**src/rtl/fifo_drain_pkg.sv**
```systemverilog
// Shared types and defaults for the peripheral-side FIFO drain controller.
package fifo_drain_pkg;

    localparam int unsigned DATA_W_DEF  = 32;
    localparam int unsigned WORDS_W     = 32;
    localparam int unsigned FLUSH_W     = 2;

    typedef enum logic [1:0] {
        IDLE  = 2'd0,
        BURST = 2'd1,
        DRAIN = 2'd2
    } drain_state_e;

endpackage

```
**src/rtl/drain_skid_fifo.sv**
```systemverilog
// Small synchronous FIFO that absorbs read-latency words ahead of the downstream stream.
module drain_skid_fifo
    import fifo_drain_pkg::*;
#(
    parameter  int unsigned DATA_W = DATA_W_DEF,
    parameter  int unsigned DEPTH  = 4,
    localparam int unsigned CNT_W  = $clog2(DEPTH) + 1
) (
    input  logic              clk_i,
    input  logic              rst_i,
    input  logic              push_i,
    input  logic [DATA_W-1:0] din_i,
    input  logic              pop_i,
    output logic [DATA_W-1:0] dout_o,
    output logic              empty_o,
    output logic [CNT_W-1:0]  count_o
);

    localparam int unsigned PTR_W = $clog2(DEPTH);

    logic [DATA_W-1:0] mem_q [DEPTH];
    logic [PTR_W-1:0]  wr_ptr_q, wr_ptr_d;
    logic [PTR_W-1:0]  rd_ptr_q, rd_ptr_d;
    logic [CNT_W-1:0]  count_q, count_d;
    logic              do_pop;

    assign do_pop   = pop_i && (count_q != '0);
    assign wr_ptr_d = push_i ? wr_ptr_q + PTR_W'(1) : wr_ptr_q;
    assign rd_ptr_d = do_pop ? rd_ptr_q + PTR_W'(1) : rd_ptr_q;
    assign count_d  = count_q + CNT_W'(push_i) - CNT_W'(do_pop);

    always_ff @(posedge clk_i) begin
        if (rst_i) begin
            wr_ptr_q <= '0;
            rd_ptr_q <= '0;
            count_q  <= '0;
        end else begin
            wr_ptr_q <= wr_ptr_d;
            rd_ptr_q <= rd_ptr_d;
            count_q  <= count_d;
        end
    end

    // Storage is not reset; the read port is masked while empty instead.
    always_ff @(posedge clk_i) begin
        if (push_i) begin
            mem_q[wr_ptr_q] <= din_i;
        end
    end

    always_ff @(posedge clk_i) begin
        if (!rst_i && push_i && !do_pop) begin
            assert (count_q != CNT_W'(DEPTH)) else $error("skid buffer overflow");
        end
    end

    assign empty_o = (count_q == '0);
    assign count_o = count_q;
    assign dout_o  = empty_o ? '0 : mem_q[rd_ptr_q];

endmodule

```
**src/rtl/fifo_drain_ctrl.sv**
```systemverilog
// Drains the async FIFO read port in credit-limited bursts onto a valid/ready stream.
module fifo_drain_ctrl
    import fifo_drain_pkg::*;
#(
    parameter int unsigned DATA_W = DATA_W_DEF,
    parameter int unsigned RD_LAT = 1,
    parameter int unsigned SKID_D = 4,
    parameter int unsigned BLEN_W = 8
) (
    input  logic               clk_periph,
    input  logic               periph_rst,
    input  logic               enable,
    input  logic [BLEN_W-1:0]  burst_len,
    output logic               rd_en,
    input  logic [DATA_W-1:0]  rd_data,
    input  logic               rd_valid,
    input  logic               rd_empty,
    input  logic               rd_full,
    input  logic               irq_full,
    input  logic               irq_empty,
    output logic               irq_clear_full,
    output logic               irq_clear_empty,
    output logic [DATA_W-1:0]  m_data,
    output logic               m_valid,
    input  logic               m_ready,
    output logic               m_last,
    output logic               busy,
    output logic [WORDS_W-1:0] words_sent
);

    localparam int unsigned CNT_W = $clog2(SKID_D) + 1;

    drain_state_e       state_q, state_d;
    logic [BLEN_W-1:0]  blen_q, blen_d;
    logic [BLEN_W-1:0]  issued_q, issued_d;
    logic [BLEN_W-1:0]  sent_q, sent_d;
    logic [CNT_W-1:0]   outst_q, outst_d;
    logic [FLUSH_W-1:0] flush_q, flush_d;
    logic [WORDS_W-1:0] words_sent_q, words_sent_d;

    logic [CNT_W-1:0]   skid_cnt;
    logic               skid_empty;
    logic [CNT_W:0]     credit_sum;
    logic               credit_ok, valid_eff, accept, last_beat;
    logic               rd_en_c, clr_full_c, clr_empty_c;
    logic               unused_rd_full;

    // rd_full is a status level the drain decision does not need.
    assign unused_rd_full = rd_full;

    // Words still in flight from before a reset land in this window and are dropped.
    assign valid_eff  = rd_valid && (flush_q == '0);
    assign accept     = m_valid && m_ready;
    assign last_beat  = (sent_q == blen_q - BLEN_W'(1));
    assign credit_sum = {1'b0, outst_q} + {1'b0, skid_cnt};
    assign credit_ok  = credit_sum < (CNT_W + 1)'(SKID_D);

    drain_skid_fifo #(
        .DATA_W (DATA_W),
        .DEPTH  (SKID_D)
    ) u_skid (
        .clk_i   (clk_periph),
        .rst_i   (periph_rst),
        .push_i  (valid_eff),
        .din_i   (rd_data),
        .pop_i   (accept),
        .dout_o  (m_data),
        .empty_o (skid_empty),
        .count_o (skid_cnt)
    );

    always_comb begin
        state_d     = state_q;
        blen_d      = blen_q;
        issued_d    = issued_q;
        sent_d      = accept ? sent_q + BLEN_W'(1) : sent_q;
        rd_en_c     = 1'b0;
        clr_full_c  = 1'b0;
        clr_empty_c = 1'b0;
        case (state_q)
            IDLE: begin
                if (enable && !rd_empty) begin
                    state_d    = BURST;
                    blen_d     = (burst_len == '0) ? BLEN_W'(1) : burst_len;
                    issued_d   = '0;
                    sent_d     = '0;
                    clr_full_c = irq_full;
                end
            end
            BURST: begin
                if (issued_q == blen_q) begin
                    state_d = DRAIN;
                end else if (!rd_empty && credit_ok) begin
                    rd_en_c  = 1'b1;
                    issued_d = issued_q + BLEN_W'(1);
                end
            end
            DRAIN: begin
                if (accept && last_beat) begin
                    state_d     = IDLE;
                    clr_empty_c = irq_empty;
                end
            end
            default: state_d = IDLE;
        endcase
    end

    assign outst_d      = outst_q + CNT_W'(rd_en) - CNT_W'(valid_eff);
    assign flush_d      = (flush_q != '0) ? flush_q - FLUSH_W'(1) : flush_q;
    assign words_sent_d = words_sent_q + WORDS_W'(accept);

    always_ff @(posedge clk_periph) begin
        if (periph_rst) begin
            state_q      <= IDLE;
            blen_q       <= '0;
            issued_q     <= '0;
            sent_q       <= '0;
            outst_q      <= '0;
            flush_q      <= FLUSH_W'(RD_LAT);
            words_sent_q <= '0;
        end else begin
            state_q      <= state_d;
            blen_q       <= blen_d;
            issued_q     <= issued_d;
            sent_q       <= sent_d;
            outst_q      <= outst_d;
            flush_q      <= flush_d;
            words_sent_q <= words_sent_d;
        end
    end

    always_ff @(posedge clk_periph) begin
        if (!periph_rst && valid_eff) begin
            assert (outst_q != '0) else $error("rd_valid with no read outstanding");
        end
    end

    assign rd_en           = rd_en_c && !periph_rst;
    assign irq_clear_full  = clr_full_c && !periph_rst;
    assign irq_clear_empty = clr_empty_c && !periph_rst;
    assign m_valid         = !skid_empty;
    assign m_last          = m_valid && last_beat;
    assign busy            = (state_q != IDLE) || !skid_empty;
    assign words_sent      = words_sent_q;

endmodule

```
**config.mk**
```make
export PLATFORM = sky130hd
export DESIGN_NAME = fifo_drain_ctrl
export DESIGN_NICKNAME = d
export VERILOG_FILES = /design/src/rtl/fifo_drain_pkg.sv /design/src/rtl/drain_skid_fifo.sv /design/src/rtl/fifo_drain_ctrl.sv
export SDC_FILE = /design/constraint.sdc
export NUM_CORES = 1
export LEC_CHECK = 0
export ABC_AREA = 1
export BUFFER_PORTS_ARGS = -buffer_cell sky130_fd_sc_hd__buf_4
export CAP_MARGIN = 20
export CORE_UTILIZATION = 55
export CTS_BUF_LIST = sky130_fd_sc_hd__clkbuf_4
export DETAILED_ROUTE_END_ITERATION = 16
export PLACE_DENSITY = 0.77
export SYNTH_ARGS = -nofsm -noshare
export SYNTH_HDL_FRONTEND = slang
export SYNTH_SLANG_ARGS = --single-unit
```
**constraint.sdc**
```tcl
create_clock -name clk_periph -period 7.1 [get_ports clk_periph]
set_input_delay 0.355 -clock clk_periph [delete_from_list [all_inputs] [get_ports clk_periph]]
set_output_delay 0.355 -clock clk_periph [all_outputs]
set_load 0.005 [all_outputs]
```
# --- Word level (Yosys, flattened, before mapping) ---
# Memory sizes are Yosys's and may differ from the RTL's. A register that Yosys moved wholly into a read port is not among the register bits.
# Cells that the tools add are included.
word_totals:
  inputBits: 49
  romBits: 0
  ff_bits: 70
  mem_count: 1
  wordCells: 82
  latchBits: 0
  mem_bits_rw: 128
memory_table:
  columns: ["memory", "words", "width", "rd", "rd_ports_with_merged_regs", "write_ports", "line", "text"]
  rows:
  - ["u_skid.mem_q", 4, 32, 1, 1, 1, "drain_skid_fifo.sv:21", "logic [DATA_W-1:0] mem_q [DEPTH];"]
op_classes:
  div_mod_pow: 0
  reduce_logical: 25
  shifts: 0
  muxes: 24
  eq_ne: 9
  order_cmp: 1
  bitwise: 0
  addsub: 12
  n_mul: 0
op_table:
  columns: ["operator", "n"]
  rows:
  - ["2-to-1 mux 8 bit", 7]
  - ["adder 32 x 1 -> 32 bit", 1]
  - ["2-to-1 mux 32 bit", 1]
  - ["adder 8 x 1 -> 8 bit, second input constant", 2]
  - ["== test 8 bit", 2]
  - ["case mux 8 bit (2 select lines)", 1]
  - ["logical AND 1 bit", 10]
  - ["2-to-1 mux 2 bit", 5]
  - ["!= test 2 bit, second input constant", 5]
  - ["2-to-1 mux 1 bit", 9]
  - ["zero test 8 bit", 1]
  - ["subtractor 8 x 1 -> 8 bit, second input constant", 1]
  - ["adder 3 x 1 -> 3 bit", 2]
  - ["case mux 2 bit (3 select lines)", 1]
  - ["nonzero test 2 bit", 3]
  - ["subtractor 3 x 1 -> 3 bit", 2]
  - ["adder 2 x 1 -> 2 bit, second input constant", 2]
  - ["adder 3 x 3 -> 4 bit", 1]
  - ["zero test 2 bit", 2]
  - ["< comparator 4 x 3 -> 1 bit, second input constant", 1]
  - ["AND reduction 4 bit", 1]
  - ["zero test 1 bit", 3]
  - ["zero test 3 bit", 1]
  - ["AND reduction 3 bit", 1]
  - ["6 further kinds", 6]

# --- Depth between registers and ports, before layout ---
logic_depth:
  depth_word: 9
  mapped_depth: 16
  mapped_depth_nobuf: 16

# --- By module ---
# From an unflattened synthesis, not the netlist that was laid out.
unflattened:
  hier_cells: 1093
  hier_area_um2: 9739.3
modules_own_cells:
  columns: ["mod", "area_each_um2", "instances", "seq_area_each_um2", "cells_per_inst"]
  rows:
  - ["drain_skid_fifo", 6169.7, 1, 4023.9, 565]
  - ["fifo_drain_ctrl", 3569.7, 1, 1261.2, 528]

# --- Least setup slack after synthesis ---
# OpenSTA, ideal clock, no wires.
synth_path:
  path_kind: "reg2reg"
  start: "register flush_q[0]"
  end: "memory u_skid.mem_q[0][0] (netlist bit), enable pin"
  period_less_slack_ns: 2.537
  setup_time_ns: 0.421
  path_stages_with_launch: 5
  required_time_ns: 6.679
  t_arrival_ns: 2.116
  path_slack_ns: 4.563
  cell_sequence: "dfxtp_1 > inv_1 > ha_1 > nand2_1 > nor2_1"
synth_between:
  elab_chain_cells: 4
synth_lines:
  columns: ["item", "line", "text"]
  rows:
  - ["start, declared", "fifo_drain_ctrl.sv:38", "logic [FLUSH_W-1:0] flush_q, flush_d;"]
  - ["start signal, assigned", "fifo_drain_ctrl.sv:119", "flush_q <= FLUSH_W'(RD_LAT);"]
  - ["start signal, assigned", "fifo_drain_ctrl.sv:127", "flush_q <= flush_d;"]
  - ["zero test 2 bit", "fifo_drain_ctrl.sv:52", "assign valid_eff = rd_valid && (flush_q == '0);"]
  - ["logical AND 1 bit", "fifo_drain_ctrl.sv:52", null]
  - ["2-to-1 mux 1 bit", "drain_skid_fifo.sv:46", "if (push_i) begin"]
  - ["2-to-1 mux 1 bit (not written as such)", "drain_skid_fifo.sv:47", "mem_q[wr_ptr_q] <= din_i;"]
  - ["end, declared", "drain_skid_fifo.sv:21", null]
# No other way between the ends.

==> summary.md <==
The run finished with clean final reports. After filler insertion, the fill cell instance count of the layout stands at 1242. The count of clock tree sinks came out at 200. Setup violations remaining at the end of the flow were counted as 0. The analysis attributes to cell leakage a power of 3.91 nW.

For the worst setup path, the data arrival time is 2.70 ns. Total power density per cell area: 261 nW/um2. The detailed-route via count was 6825; the clock period minus worst slack was 3.06 ns. The tools report the root buffer cell as sky130_fd_sc_hd__clkbuf_4. The post-route netlist has 16.7% of its cells at a drive strength greater than 1.

The number of enable-type register cells in the synthesized netlist is 128, and the core utilization of the finished layout is 68.4%. After the last flow step, the layout net total stands at 1143. The wire length reported by the detailed router is 18600 um, and the residual DRC count is 0. The number of antenna violations at the first check in global routing was 1; the worst-path maximum fanout was 65.

Max-cap violations in this run came to 0. In the synthesized netlist the dominant register cell turns out to be sky130_fd_sc_hd__edfxtp_1. The clock edge transition at the registers on the reported setup and hold paths was 0.15 ns. Buffers placed on the I/O ports in this run total 117.

Summed over all failing endpoints, the final setup total negative slack is 0 ns. The clock network latency to the later pin of the worst-skew pair was 0.57 ns. Between clock sinks in the finished design, the worst skew comes to 0.0176 ns. The congestion estimate from routability-driven global placement came to 0.860.

Dividing the detail-routed wire length by the instance count gives 14.3 um. The region available for standard cell placement spans 15400 um2. In this run the number of H-tree levels came out at 4. The die covers 16500 um2. TritonCTS built the clock tree. The worst setup path is captured at an output port. The tools report the largest net degree at the start of global routing as 66.

The area growth from synthesis to layout is 19.8%. The tightest min-delay check is of the input pin to flip-flop type. After floorplanning, the core was divided into 45 placement rows. The run gives 0 as the final count of pins violating max slew.

The number of nets handed over by synthesis was 1000. Ranked by instance count, the synthesized netlist is headed by 198 x sky130_fd_sc_hd__nor2_1, 128 x sky130_fd_sc_hd__edfxtp_1, 106 x sky130_fd_sc_hd__nand2_1, 93 x sky130_fd_sc_hd__o21ai_0, 81 x sky130_fd_sc_hd__a21oi_1. In this run, the number of DRC markers left after iteration 0 of detailed routing was 489. The transition time at the pin with the least slew margin was 1.05 ns; the post-synthesis instance total was 933. After synthesis the cells add up to 8770 um2. Critical path launch point type: a flip-flop. For this run the aggregate overflow at the end of global routing stands at 0.

For the required arrival time at the worst endpoint, the log shows 6.74 ns. From bottom edge to top edge, the die measures 128 um. Share of the yosys chip area belonging to registers: 60.2%. Of all flip-flops after synthesis, the portion carrying an async set or reset was 0%.

The timing-limited maximum frequency is 0.327 GHz, and the first-pass GRT wire length is 29500 um. The number of gates resized after CTS was 0. Path type of the worst setup path: flip-flop to output port. 119 I/O pins were placed. The number of endpoints with negative hold slack in the final report was 0; the overall global routing resource usage was 23.2%. The longest clock path from root to sink contains 2 buffers.

The synthesized design devotes to its leading area cell type 43.8% of total area. Averaged over all synthesized cells, the footprint is 9.40 um2. The number of buffers created by CTS is 17. Setup repair after global routing left no endpoint under its margin. Measured against its own limit, the worst slew margin works out to 29.6%.

The synthesized design contains 200 register bits. The logs give 6244 for the number of global-route vias before repair and 0.0663 ns for the smallest hold slack. The HPWL after detailed placement is 11600 um.

X dimension of the die: 128 um. For this configuration, the core starts out at a cell density of 57.1%. For this run, the number of Yosys warnings is 0.

By area the synthesized netlist is led by sky130_fd_sc_hd__edfxtp_1 44%, sky130_fd_sc_hd__dfxtp_1 16%, sky130_fd_sc_hd__nor2_1 8.5%. After the flow finishes, the layout carries non-filler instances totaling 1301. The run gives 0 as the residual antenna-violating net count after detailed routing.

Number of vias per cell: 5.25. Among all cell types in the netlist, the one instantiated most often is sky130_fd_sc_hd__nor2_1. The netlist uses 30 different library cells.

The part of the cycle the worst path needs was 43.1%. The peak supply drop came out at 168 uV. For this run, the detailed router's first-pass iteration total came to 4.

Summed over all instances, the cell type with the most area after synthesis is sky130_fd_sc_hd__edfxtp_1. Once placement completed, the tool counted placed cells totaling 1236.
## cells in the final DEF (no fill, tap or decap), types with 3 or more instances in the layout
master                          count
sky130_fd_sc_hd__xor2_1            14
sky130_fd_sc_hd__inv_1             79
sky130_fd_sc_hd__nand4_1           16
sky130_fd_sc_hd__buf_4            122
sky130_fd_sc_hd__dfxtp_1           71
sky130_fd_sc_hd__xnor2_1            5
sky130_fd_sc_hd__nor3_1            13
sky130_fd_sc_hd__edfxtp_1         128
sky130_fd_sc_hd__o21ai_0           93
sky130_fd_sc_hd__or2_0              3
sky130_fd_sc_hd__clkinv_4           3
sky130_fd_sc_hd__nor2_2             6
sky130_fd_sc_hd__clkbuf_4          17
sky130_fd_sc_hd__nor2_4             9
sky130_fd_sc_hd__o21a_1             3
sky130_fd_sc_hd__nand3_1           31
sky130_fd_sc_hd__nand2_1          106
sky130_fd_sc_hd__inv_2              5
sky130_fd_sc_hd__nor3_2             3
sky130_fd_sc_hd__ha_1              16
sky130_fd_sc_hd__a211oi_1           3
sky130_fd_sc_hd__inv_6              4
sky130_fd_sc_hd__nor3b_1            3
sky130_fd_sc_hd__nor2_1           194
sky130_fd_sc_hd__or2_2              4
sky130_fd_sc_hd__a21oi_1           81
sky130_fd_sc_hd__dlygate4sd3_1     32
sky130_fd_sc_hd__bufinv_16          3
sky130_fd_sc_hd__clkinv_1           5
sky130_fd_sc_hd__nor4_1             6
## worst paths after layout
check        depth (start not counted)  slack, ns              start             end
max reg2reg                         16       4.35  u_skid.count_o[1]  words_sent[30]
min                                  3       0.07       burst_len[6]       blen_q[6]
min reg2reg                          1       0.48         outst_q[2]      outst_q[2]
max                                  5       4.04          flip-flop      m_data[19]
## final cells by class
type	count	area, um2	share of cell area [%]
sequential	200	5290	50.3
multi-input combinational	616	3080	29.3
timing repair buffer	154	1240	11.8
inverter	87	327	3.11
tap	211	264	2.51
clock inverter	15	189	1.80
clock buffer	17	128	1.21
antenna	1	2.50	0.0238
## cell families (layout without fill, tap and decap cells)
group | Yosys count | in the layout | share of synthesized area [%]
AO/OA/AOI/OAI | 183 | 183 | 10.6
XOR/XNOR | 19 | 19 | 1.90
adder cells (fa/ha/maj) | 18 | 18 | 2.74
buffers and inverters | 117 | 273 | 5.01
flip-flops | 200 | 200 | 60.2
other | 0 | 1 | 0
AND/OR/NAND/NOR | 396 | 396 | 19.5
## through the flow
stage | total power (W) | worst slack, ns | cell area, um2
2_1_floorplan | 0.00178 | 4.56 | 8770
3_3_place_gp | 0.00210 | 4.38 | 9870
3_5_place_dp | 0.00212 | 4.34 | 9870
4_1_cts | 0.00276 | 4.01 | 10500
5_1_grt | 0.00290 | 3.80 | 10500
6_report | 0.00275 | 4.04 | 10500
## timing repair
item,in CTS,in global routing
hold buffers,32,0
endpoints found under the hold margin,128,0
setup buffers,0,0
## critical path: stages, from the launching register on
cell,delay (ns)
sky130_fd_sc_hd__dfxtp_2,0.34
sky130_fd_sc_hd__buf_4,0.57
sky130_fd_sc_hd__inv_2,0.57
sky130_fd_sc_hd__o21ai_0,0.34
sky130_fd_sc_hd__a21oi_1,0.12
sky130_fd_sc_hd__buf_4,0.16
## per-layer routing
metal | track usage [%] | share of wire (%)
met1 | 30.0 | 45
met2 | 39.7 | 48
met3 | 4.34 | 5.7
met4 | 7.06 | 1.2
met5 | 0 | 0
## power breakdown
part / switching (W) / total, W / internal, W
clock network: 0.000388 / 0.000641 / 0.000253
registers: 0.0000364 / 0.00134 / 0.00131
logic: 0.000443 / 0.000760 / 0.000316
## flip-flops by register name, indices dropped and copies added (netlist names), named ones only
name             flops
u_skid.count_o       3
blen_q               8
u_skid.wr_ptr_q      2
outst_q              3
u_skid.rd_ptr_q      2
flush_q              2
words_sent          32
issued_q             8
sent_q               8
u_skid.mem_q       128
state_q              2
Note: power is estimated with default switching activity, not from simulation.
